`src/rtl/bsg_subtractor_serial.sv`:
```
// bsg_subtractor_serial: multi-cycle unsigned subtractor, d = a - b.
// One chunk_p-bit slice per cycle, LSB slice first, with a registered
// borrow (held as carry of a + ~b + 1) between slices. Producer side is
// ready/valid, consumer side is valid/yumi.
// Optional feature macro: BSG_SUBTRACTOR_SERIAL_OVF_EN adds ovf_o, the
// two's-complement signed overflow flag of the subtraction.

module bsg_subtractor_serial #(
  parameter int width_p = 16,
  parameter int chunk_p = 4
) (
  input  logic               clk_i,
  input  logic               reset_n_i,
  input  logic               v_i,
  input  logic [width_p-1:0] a_i,
  input  logic [width_p-1:0] b_i,
  output logic               ready_o,
  output logic               v_o,
  output logic [width_p-1:0] d_o,
  output logic               borrow_o,
  input  logic               yumi_i
`ifdef BSG_SUBTRACTOR_SERIAL_OVF_EN
  , output logic             ovf_o
`endif
);

  localparam int els_lp   = width_p / chunk_p;
  localparam int cnt_w_lp = (els_lp > 1) ? $clog2(els_lp) : 1;

  typedef enum logic [1:0] {S_IDLE, S_BUSY, S_DONE} state_e;

  state_e               state_q, state_d;
  logic [width_p-1:0]   a_q, a_d;
  logic [width_p-1:0]   b_q, b_d;
  logic [width_p-1:0]   res_q, res_d;
  logic                 carry_q, carry_d;
  logic [cnt_w_lp-1:0]  cnt_q, cnt_d;
  logic                 ready_q, ready_d;
  logic                 v_q, v_d;

  logic [chunk_p-1:0]   sum;
  logic                 cout;
  logic [width_p-1:0]   a_sh, b_sh, res_sh;

  // Slice adder: low chunk of A, low chunk of inverted B, plus carry
  assign {cout, sum} = {1'b0, a_q[chunk_p-1:0]}
                     + {1'b0, b_q[chunk_p-1:0]}
                     + (chunk_p+1)'(carry_q);

  // Shifted views; the single-slice build has nothing left to shift in
  if (chunk_p == width_p) begin : g_one
    assign a_sh   = '0;
    assign b_sh   = '0;
    assign res_sh = sum;
  end else begin : g_multi
    assign a_sh   = {{chunk_p{1'b0}}, a_q[width_p-1:chunk_p]};
    assign b_sh   = {{chunk_p{1'b0}}, b_q[width_p-1:chunk_p]};
    assign res_sh = {sum, res_q[width_p-1:chunk_p]};
  end

`ifdef BSG_SUBTRACTOR_SERIAL_OVF_EN
  // Original operand signs; B is stored inverted so its sign is kept here
  logic sa_q, sa_d, sb_q, sb_d;
`endif

  // Next-state logic for the IDLE -> BUSY -> DONE sequence
  always_comb begin
    state_d = state_q;
    a_d     = a_q;
    b_d     = b_q;
    res_d   = res_q;
    carry_d = carry_q;
    cnt_d   = cnt_q;
    ready_d = ready_q;
    v_d     = v_q;
`ifdef BSG_SUBTRACTOR_SERIAL_OVF_EN
    sa_d    = sa_q;
    sb_d    = sb_q;
`endif
    unique case (state_q)
      S_IDLE: begin
        // ready_q is 0 only in the first cycle after reset
        ready_d = 1'b1;
        if (v_i & ready_q) begin
          a_d     = a_i;
          b_d     = ~b_i;
          carry_d = 1'b1;
          cnt_d   = '0;
          ready_d = 1'b0;
          state_d = S_BUSY;
`ifdef BSG_SUBTRACTOR_SERIAL_OVF_EN
          sa_d    = a_i[width_p-1];
          sb_d    = b_i[width_p-1];
`endif
        end
      end
      S_BUSY: begin
        a_d     = a_sh;
        b_d     = b_sh;
        res_d   = res_sh;
        carry_d = cout;
        cnt_d   = cnt_q + cnt_w_lp'(1);
        if (cnt_q == cnt_w_lp'(els_lp - 1)) begin
          v_d     = 1'b1;
          state_d = S_DONE;
        end
      end
      S_DONE: begin
        // Result held until the consumer takes it
        if (yumi_i) begin
          v_d     = 1'b0;
          ready_d = 1'b1;
          state_d = S_IDLE;
        end
      end
      default: begin
        state_d = S_IDLE;
        v_d     = 1'b0;
        ready_d = 1'b0;
      end
    endcase
  end

  // State and datapath registers; reset aborts any operation in flight
  always_ff @(posedge clk_i or negedge reset_n_i) begin
    if (!reset_n_i) begin
      state_q <= S_IDLE;
      a_q     <= '0;
      b_q     <= '0;
      res_q   <= '0;
      carry_q <= 1'b1;
      cnt_q   <= '0;
      ready_q <= 1'b0;
      v_q     <= 1'b0;
`ifdef BSG_SUBTRACTOR_SERIAL_OVF_EN
      sa_q    <= 1'b0;
      sb_q    <= 1'b0;
`endif
    end else begin
      state_q <= state_d;
      a_q     <= a_d;
      b_q     <= b_d;
      res_q   <= res_d;
      carry_q <= carry_d;
      cnt_q   <= cnt_d;
      ready_q <= ready_d;
      v_q     <= v_d;
`ifdef BSG_SUBTRACTOR_SERIAL_OVF_EN
      sa_q    <= sa_d;
      sb_q    <= sb_d;
`endif
    end
  end

  assign ready_o  = ready_q;
  assign v_o      = v_q;
  assign d_o      = res_q;
  // Final carry of a + ~b + 1 is 0 exactly when a < b
  assign borrow_o = ~carry_q;

`ifdef BSG_SUBTRACTOR_SERIAL_OVF_EN
  // Signs differ and the result sign departs from the minuend sign
  assign ovf_o = v_q & (sa_q ^ sb_q) & (res_q[width_p-1] ^ sa_q);
`endif

endmodule

```
`config.mk`:
```
export PLATFORM = sky130hd
export DESIGN_NAME = bsg_subtractor_serial
export DESIGN_NICKNAME = d
export VERILOG_FILES = /design/src/rtl/bsg_subtractor_serial.sv
export SDC_FILE = /design/constraint.sdc
export NUM_CORES = 1
export LEC_CHECK = 0
export BUFFER_PORTS_ARGS = -buffer_cell sky130_fd_sc_hd__buf_2
export CORE_AREA = 8 8 81 83
export CTS_CLUSTER_DIAMETER = 80
export CTS_CLUSTER_SIZE = 25
export DETAILED_ROUTE_END_ITERATION = 8
export DIE_AREA = 0 0 89 91
export MAX_ROUTING_LAYER = met4
export PLACE_DENSITY = 0.71
export SYNTH_ARGS = -nofsm -noshare
export SYNTH_HDL_FRONTEND = slang
export SYNTH_SLANG_ARGS = --single-unit
```
`constraint.sdc`:
```
create_clock -name clk_i -period 2.3 [get_ports clk_i]
set_clock_uncertainty 0.2 [all_clocks]
set_input_delay 0.23 -clock clk_i [delete_from_list [all_inputs] [get_ports clk_i]]
set_output_delay 0.23 -clock clk_i [all_outputs]
set_load 0.02 [all_outputs]
```
==> impl_metrics.csv, run 1 <==
group,metric,value,unit
floorplan,rows,27,
grt,gr-total-overflow,0,
floorplan,initial_core_util,48.3,%
placement,portBuffers,54,
synthesis,synthCells,249,
drt,dr_total_vias,1961,
synthesis,postSynthAreaPerCell,10.4,um2
placement,place_area,2820,um2
synthesis,synth_nets,291,
clock_tree,clk_pin_slew,100,ps
cells_and_area,most-common-layout-cells,"71 x nand2_1, 54 x dfrtp_1, 54 x buf_2, 27 x dlygate4sd3_1, 15 x o21ai_1",
run_status,status,"finished, final reports clean",
clock_tree,cts_tree,"yes",
clock_tree,cts.sinks,55,
drt,drc,0,
timing,finalSetupTns,0,ps
timing,finalMaxSlewViolations,0,
timing,final_hold_viol_count,0,
grt,grt_pass1_vias,2008,
cells_and_area,post-route-util,60.1,%
drt,viasPerCell,5.08,
clock_tree,numCtsBuffers,5,
power,vdd_drop_max,0.628,mV
synthesis,synth_top_area_share,52.4,%
timing,fin_crit_sh,88.1,%
worst_setup_path,end_kind,"register",
grt,grt_antenna_before_repair,0,
worst_setup_path,critPathKind,"reg -> reg",
floorplan,io_pins,55,
floorplan,die_w,89,um
cells_and_area,final_common_cell,"nand2_1",
cells_and_area,syn_to_final_growth,24.4,%
floorplan,die_y,91,um
synthesis,synth_area_leader_cell,"dfrtp_1",
power,leakage,1.60,nW
timing,fmax,494,MHz
cells_and_area,stdcell_area,3210,um2
drt,routed_wl,5460,um
drt,wire_per_inst,14.2,um
cells_and_area,final_nets,355,
synthesis,synth-seq-area-share,53.4,%
clock_tree,cts.htree.levels,2,
drt,antenna_left,0,
drt,first_pass_iters,4,
worst_setup_path,startpoint_type,"register",
grt,grt_usage,14.8,%
placement,routabilityCongestion,0.751,
run,cap_violations,0,
synthesis,synth_area_leaders,"dfrtp_1 52%, nand2_1 10%, mux2i_1 4.7%, buf_4 4.1%, o311ai_1 4.1%",
clock_tree,cts-root-buf,"clkbuf_8",
timing,finalSetupViolCount,0,
timing,rsz0062_at_grt,"false",
power,power_density,1320,nW/um2
clock_tree,post_cts_resized,0,
min_path,hold_class,"in -> reg",
worst_setup_path,crit_fanout,2,
floorplan,dieArea,8100,um2
worst_setup_path,cp_data_arrival_time,2060,ps
timing,tightest_slew,595,ps
drt,drtIter0Drc,80,
timing,relSlewSlack,60.3,%
timing,period_needed,2030,ps
clock_tree,cts_buffer_depth,2,
clock_tree,clock_latency,300,ps
synthesis,syn_area,2580,um2
cells_and_area,layout-drive-gt1-share,24.5,%
synthesis,yosysWarnings,0,
grt,grt_max_degree,40,
floorplan,core_area,5340,um2
grt,grt_pass1_wl,9420,um
synthesis,ys_seq_elements,55,
worst_setup_path,crit_required,2330,ps
placement,dp_hpwl,3830,um
synthesis,synth.distinct_cells,35,
cells_and_area,num_antenna_cells,0,
final timing paths:
kind	startpoint	to	slack, ps	cells past startpoint
worst max-delay path	a_q[0]$_DFFE_PN0P_	carry_q$_DFFE_PN1P_	270	5
worst min-delay path	a_i[4]	a_q[4]$_DFFE_PN0P_	6	3
worst max register to register	a_q[0]$_DFFE_PN0P_	carry_q$_DFFE_PN1P_	270	5
worst min register to register	d_o[0]$_DFFE_PN0P_	d_o[0]$_DFFE_PN0P_	280	2
max in group asynchronous	reset_n_i	carry_q$_DFFE_PN1P_	1000	3
min in group asynchronous	reset_n_i	d_o[3]$_DFFE_PN0P_	260	2
power breakdown:
| part | switching, mW | total [mW] | internal [mW] | leakage, nW |
|---|---|---|---|---|
| logic | 1.12 | 1.90 | 0.776 | 0.836 |
| clock network | 0.308 | 0.660 | 0.353 | 0.0612 |
| registers | 0.299 | 1.68 | 1.38 | 0.701 |
| total | 1.73 | 4.24 | 2.51 | 1.60 |
synthesized netlist by cell type:
library cell / n
nand2_1: 71
nor4bb_1: 2
or2_4: 1
o21ai_1: 15
xnor2_1: 1
o211ai_1: 1
nand2b_1: 1
nand3_1: 12
buf_1: 1
and2b_1: 1
buf_6: 2
fa_1: 2
a21oi_1: 3
a31oi_1: 1
dfstp_2: 1
nand3b_4: 1
o2bb2ai_2: 4
dfrtp_1: 54
a21o_1: 1
ha_1: 4
nor2_2: 1
clkbuf_1: 5
mux2i_1: 12
o311ai_1: 12
inv_1: 3
buf_4: 14
o21bai_1: 1
o21ai_0: 3
a22o_1: 5
or3_1: 1
a211oi_1: 1
nor2_1: 1
a221oi_1: 2
or2_1: 1
buf_2: 8
cell families after synthesis:
logic type	Yosys count	share of synthesized area (%)
buffers and inverters	33	7.82
adder cells (fa/ha/maj)	6	3.50
multiplexers	12	4.66
AO/OA/AOI/OAI	49	14.3
flip-flops	55	53.4
AND/OR/NAND/NOR	93	16.0
XOR/XNOR	1	0.340
final cells by class:
type / instances / area (um2)
fill: 460 / 2130
clock buffer: 6 / 82.6
sequential: 55 / 1380
clock inverter: 2 / 35.0
inverter: 3 / 11.3
multi-input combinational: 161 / 1000
tap: 72 / 90.1
timing repair buffer: 87 / 611
metrics by stage:
stage	total power, mW	worst slack [ps]	instances	hold WS, ps
2_1_floorplan	3.24	339	249	-266
3_3_place_gp	3.52	295	351	65.7
3_5_place_dp	3.60	274	351	66.4
4_1_cts	4.29	264	386	2.11
5_1_grt	4.60	201	386	19.8
6_report	4.24	274	386	5.63
metal layers:
layer | track usage (%) | vias up | routed length, um
met5 | - | - | 0
met4 | 3.74 | 0 | 44
met3 | 3.24 | 6 | 288
met2 | 23.1 | 45 | 2620
met1 | 19.0 | 934 | 2510
li1 | - | 976 | -
worst max-delay path, cell delays in order, from the launching register on:
cell and delay [ps]:
dfrtp_1 410, fa_1 460, fa_1 410, a21o_1 190
a211oi_1 220, a31oi_1 60
registers in the layout, indices dropped and copies added (netlist names):
name     flops
a_q         16
b_q         16
carry_q      1
cnt_q        2
d_o         16
ready_o      1
state_q      2
v_o          1
what timing repair did:
action / CTS / global route
hold endpoints to repair: 50 / 0
hold buffers: 27 / 0
buffers inserted: 0 / 0
Power figures use the tool's default switching activity.
==> run 2, diff against run 1 <==
Settings changed: PLACE_DENSITY 0.71 to 0.73.
==> impl_metrics.csv, run 2 (synthesis gave the netlist of run 1 again) <==
group,metric,value,unit
run_status,status,"finished, final reports clean",
clock_tree,hold_buffers,29,
worst_setup_path,path_delay_family,"adder cells",
worst_setup_path,critPathKind,"reg -> reg",
cells_and_area,most-common-layout-cells,"71 x nand2_1, 54 x dfrtp_1, 54 x buf_2, 29 x dlygate4sd3_1, 15 x o21ai_1",
timing,relSlewSlack,58.4,%
worst_setup_path,crit_chain,"fa_1, fa_1, a21o_1, a211oi_1, a31oi_1",
worst_setup_path,critical-path-max-stage-delay,470,ps
grt,grt_antenna_before_repair,0,
timing,fin_crit_sh,89.6,%
clock_tree,clock_latency,310,ps
grt,grt_pass1_wl,9630,um
drt,antenna_left,0,
min_path,hold_depth,3,
timing,finalMaxSlewViolations,0,
timing,hold_slack,9.22,ps
grt,met2_usage,23.9,%
drt,dr_total_vias,1973,
drt,first_pass_iters,4,
clock_tree,cts.sinks,55,
floorplan,core_area,5340,um2
power,switchingPower,1.76,mW
power,pwr-share-clk,17.2,%
worst_setup_path,crit_top_cell,"fa_1",
power,power.total,4.37,mW
placement,dp.cells,350,
grt,grt_usage,15.5,%
cells_and_area,num_antenna_cells,0,
clock_tree,post_cts_resized,0,
grt,grt_pass1_vias,1967,
placement,dp_hpwl,3730,um
worst_setup_path,startpoint_type,"register",
placement,routabilityCongestion,0.755,
drt,drc,0,
cells_and_area,n_fill_cell,444,
min_path,hold_class,"in -> reg",
cells_and_area,final_common_cell,"nand2_1",
power,p_comb_share,44.3,%
grt,met1_usage,19.4,%
timing,period_needed,2060,ps
clock_tree,cts.repair_timing.setup_buffer_count,0,
worst_setup_path,crit_fanout,2,
power,power_density,1340,nW/um2
timing,tightest_slew,625,ps
grt,grt-busiest-layer,"met2",
drt,routed_wl,5650,um
cells_and_area,fin_cells,387,
floorplan,rows,27,
worst_setup_path,crit_required,2330,ps
drt,drtIter0Drc,84,
clock_tree,clk_pin_slew,100,ps
power,switching_share,40.3,%
grt,met3_usage,3.69,%
power,p_int,2.61,mW
cells_and_area,final_nets,356,
worst_setup_path,timing.critical_path.buf_inv,0,
floorplan,die_y,91,um
power,vdd_drop_max,0.577,mV
power,seq_power_share,38.5,%
worst_setup_path,cp_data_arrival_time,2100,ps
floorplan,die_w,89,um
floorplan,io_pins,55,
grt,grt_max_degree,42,
power,leakage,1.61,nW
clock_tree,cts_buffer_depth,2,
cells_and_area,syn_to_final_growth,26.1,%
timing,final_hold_viol_count,0,
clock_tree,cts_tree,"yes",
placement,portBuffers,54,
worst_setup_path,slowest_stage,"fa_1",
timing,rsz0062_at_grt,"false",
clock_tree,numCtsBuffers,5,
cells_and_area,layout-drive-gt1-share,24.1,%
drt,wire_per_inst,14.6,um
timing,finalSetupTns,0,ps
worst_setup_path,end_kind,"register",
worst_setup_path,crit_cells,5,
drt,viasPerCell,5.10,
floorplan,dieArea,8100,um2
grt,gr-total-overflow,0,
timing,finalSetupViolCount,0,
clock_tree,cts.htree.levels,2,
floorplan,initial_core_util,48.3,%
timing,fmax,485,MHz
clock_tree,cts-root-buf,"clkbuf_8",
worst_setup_path,rr_worst_depth,5,
run,cap_violations,0,
[run 2: cell types whose count changed in the layout (fill, tap and decap cells not counted), sizes merged]
cell / previous run / this run
bufinv: 1 / 2
clkinv: 1 / 0
clkinvlp: 0 / 1
clkbuf: 6 / 5
dlygate4sd3: 27 / 29
buf: 60 / 59
[run 2: final timing paths]
| check | slack [ps] | end | start |
|---|---|---|---|
| worst max-delay path | 240 | carry_q$_DFFE_PN1P_ | a_q[0]$_DFFE_PN0P_ |
| worst min-delay path | 9 | a_q[1]$_DFFE_PN0P_ | a_i[1] |
| worst max register to register | 240 | carry_q$_DFFE_PN1P_ | a_q[0]$_DFFE_PN0P_ |
| worst min register to register | 280 | d_o[1]$_DFFE_PN0P_ | d_o[1]$_DFFE_PN0P_ |
| max in group asynchronous | 1070 | d_o[14]$_DFFE_PN0P_ | reset_n_i |
| min in group asynchronous | 260 | d_o[2]$_DFFE_PN0P_ | reset_n_i |
[run 2: cell type report]
class                      count  area (um2)  area share (%)
clock buffer                   5        68.8            2.12
timing repair buffer          88         636            19.6
clock inverter                 3        67.6            2.08
sequential                    55        1380            42.4
inverter                       3        11.3           0.346
multi-input combinational    161        1000            30.8
tap                           72        90.1            2.77
[run 2: tightest hold or removal path: stages]
cell and delay (ps):
buf_2 90, mux2i_1 60, o21ai_1 100
[run 2: power groups by stage]
stage               clock network [mW]  registers, mW  logic, mW
floorplan                            0           1.66       1.58
global placement                     0           1.68       1.84
detailed placement                   0           1.70       1.91
CTS                              0.764           1.68       1.95
global route                     0.805           1.74       2.17
finish                           0.750           1.68       1.93
[run 2: per-stage QoR]
stage / setup WS (ps) / util, % / cell area [um2]
floorplan: 339 / - / 2580
global placement: 302 / 52.9 / 2820
detailed placement: 237 / 52.9 / 2820
CTS: 221 / 60.9 / 3250
global route: 168 / 60.9 / 3250
finish: 239 / 60.9 / 3250
[run 2: routing by layer]
metal / share of wire (%) / vias up
met5: 0 / -
met1: 43 / 933
met3: 6.2 / 8
met4: 1.8 / 0
li1: - / 976
met2: 49 / 56
==> run 3, diff against run 2 <==
--- a/config.mk
+++ b/config.mk
@@ -8,3 +8,3 @@
 export BUFFER_PORTS_ARGS = -buffer_cell sky130_fd_sc_hd__buf_2
-export CORE_AREA = 8 8 81 83
+export CORE_AREA = 8 8 85 80
 export CTS_CLUSTER_DIAMETER = 80
@@ -12,5 +12,5 @@
 export DETAILED_ROUTE_END_ITERATION = 8
-export DIE_AREA = 0 0 89 91
+export DIE_AREA = 0 0 93 88
 export MAX_ROUTING_LAYER = met4
-export PLACE_DENSITY = 0.73
+export PLACE_DENSITY = 0.72
 export SYNTH_ARGS = -nofsm -noshare
==> constraint.sdc (replaced) <==
create_clock -name clk_i -period 2.3 [get_ports clk_i]
set_clock_uncertainty 0.2 [all_clocks]
set_input_delay 0 -clock clk_i [delete_from_list [all_inputs] [get_ports clk_i]]
set_output_delay 0 -clock clk_i [all_outputs]
set_load 0.02 [all_outputs]
==> impl_metrics.csv, run 3 (synthesis gave the netlist of run 1 again) <==
group,metric,value,unit
drt,dr_total_vias,1994,
placement,post-place-ws,221,ps
grt,grt_usage,15.0,%
cells_and_area,most-common-layout-cells,"71 x nand2_1, 54 x dfrtp_1, 54 x buf_2, 35 x dlygate4sd3_1, 15 x o21ai_1",
power,switchingPower,1.73,mW
worst_setup_path,path_delay_family,"adder cells",
cells_and_area,syn_to_final_growth,26.9,%
drt,antenna_left,0,
cells_and_area,final_nets,363,
power,switching_share,40.9,%
clock_tree,clock_latency,300,ps
worst_setup_path,critical-path-max-stage-delay,470,ps
run_status,status,"finished, final reports clean",
timing,finalSetupViolCount,0,
timing,final_hold_viol_count,0,
drt,viasPerCell,5.09,
timing,fmax,480,MHz
timing,tightest_slew,653,ps
cells_and_area,stdcell_area,3270,um2
timing,finalMaxSlewViolations,0,
placement,dp_hpwl,3880,um
timing,fin_ws,219,ps
worst_setup_path,cp_data_arrival_time,2100,ps
power,p_comb_share,44.8,%
floorplan,die_y,88,um
clock_tree,cts-root-buf,"clkbuf_8",
worst_setup_path,crit_cells,5,
floorplan,io_pins,55,
worst_setup_path,crit_top_cell,"fa_1",
timing,rsz0062_at_grt,"false",
cells_and_area,final_common_cell,"nand2_1",
floorplan,core_area,5400,um2
cells_and_area,fin_cells,392,
placement,dp.cells,349,
clock_tree,cts_buffer_depth,2,
floorplan,dieArea,8180,um2
power,seq_power_share,39.8,%
worst_setup_path,slowest_stage,"fa_1",
clock_tree,cts_tree,"yes",
clock_tree,clk_pin_slew,90,ps
power,vdd_drop_max,0.648,mV
placement,place_area,2800,um2
drt,first_pass_iters,4,
clock_tree,cts.htree.levels,2,
worst_setup_path,timing.critical_path.buf_inv,0,
power,power_density,1290,nW/um2
power,pwr-share-clk,15.3,%
worst_setup_path,critPathKind,"reg -> reg",
worst_setup_path,crit_required,2320,ps
worst_setup_path,crit_chain,"fa_1, fa_1, a21o_1, a211oi_1, a31oi_1",
worst_setup_path,crit_fanout,2,
cells_and_area,layout-drive-gt1-share,23.9,%
floorplan,die_w,93,um
worst_setup_path,end_kind,"register",
cells_and_area,num_antenna_cells,0,
drt,drc,0,
run,cap_violations,0,
grt,grt_pass1_wl,9510,um
timing,period_needed,2080,ps
worst_setup_path,rr_worst_depth,5,
drt,drtIter0Drc,83,
drt,wire_per_inst,14.2,um
placement,routabilityCongestion,0.717,
grt,grt_antenna_before_repair,0,
power,p_int,2.50,mW
grt,grt_pass1_vias,2016,
power,leakage,1.63,nW
timing,finalSetupTns,0,ps
cells_and_area,n_fill_cell,446,
worst_setup_path,startpoint_type,"register",
timing,fin_crit_sh,90.5,%
drt,routed_wl,5570,um
placement,portBuffers,54,
timing,relSlewSlack,56.4,%
min_path,hold_class,"in -> async",
grt,grt_max_degree,29,
floorplan,initial_core_util,47.7,%
grt,gr-total-overflow,0,
clock_tree,numCtsBuffers,5,
clock_tree,cts.sinks,55,
floorplan,rows,26,
clock_tree,post_cts_resized,0,
[run 3: worst paths after layout]
check                      slack (ps)                from                   to
setup / recovery                  220  a_q[0]$_DFFE_PN0P_  carry_q$_DFFE_PN1P_
hold / removal                     40           reset_n_i  d_o[10]$_DFFE_PN0P_
setup reg to reg                  220  a_q[0]$_DFFE_PN0P_  carry_q$_DFFE_PN1P_
hold reg to reg                   280  d_o[3]$_DFFE_PN0P_   d_o[3]$_DFFE_PN0P_
max in group asynchronous        1280           reset_n_i   a_q[2]$_DFFE_PN0P_
min in group clk_i                180             b_i[15]  b_q[15]$_DFFE_PN0P_
[run 3: repair_timing]
item                      4_1_cts  5_1_grt
hold buffers                   35        0
buffers inserted                0        0
hold endpoints to repair       91        0
[run 3: final cells by class]
cell class	count	area [um2]	area share, %
multi-input cells	161	1000	30.6
well taps	70	87.6	2.68
inverters	3	11.3	0.344
clock buffers	6	82.6	2.52
clock inverters	2	35.0	1.07
repair buffers	95	678	20.7
flip-flops and latches	55	1380	42.1
[run 3: power groups by stage]
stage | registers [mW] | logic, mW | clock network, mW
floorplan | 1.66 | 1.58 | 0
global placement | 1.69 | 1.82 | 0
detailed placement | 1.70 | 1.88 | 0
CTS | 1.69 | 1.92 | 0.668
global route | 1.75 | 2.15 | 0.695
finish | 1.69 | 1.90 | 0.649
[run 3: metal layers]
layer  track usage, %  vias to the layer above  routed length [um]  part of all wire (%)
li1                 -                      992                   -                     -
met1             18.7                      930                2490                    45
met2             22.7                       59                2610                    47
met3             3.86                       13                 331                   5.9
met4             6.14                        0                 134                   2.4
met5                -                        -                   0                     0
[run 3: per-stage QoR]
| stage | power, mW | hold WS [ps] | utilization [%] |
|---|---|---|---|
| after global routing | 4.60 | 110 | 60.6 |
| after CTS | 4.28 | 63.8 | 60.6 |
| after floorplan | 3.24 | -496 | - |
| final | 4.24 | 45.0 | 60.6 |
| after detailed placement | 3.58 | -137 | 51.9 |
| after global placement | 3.50 | -129 | 51.9 |
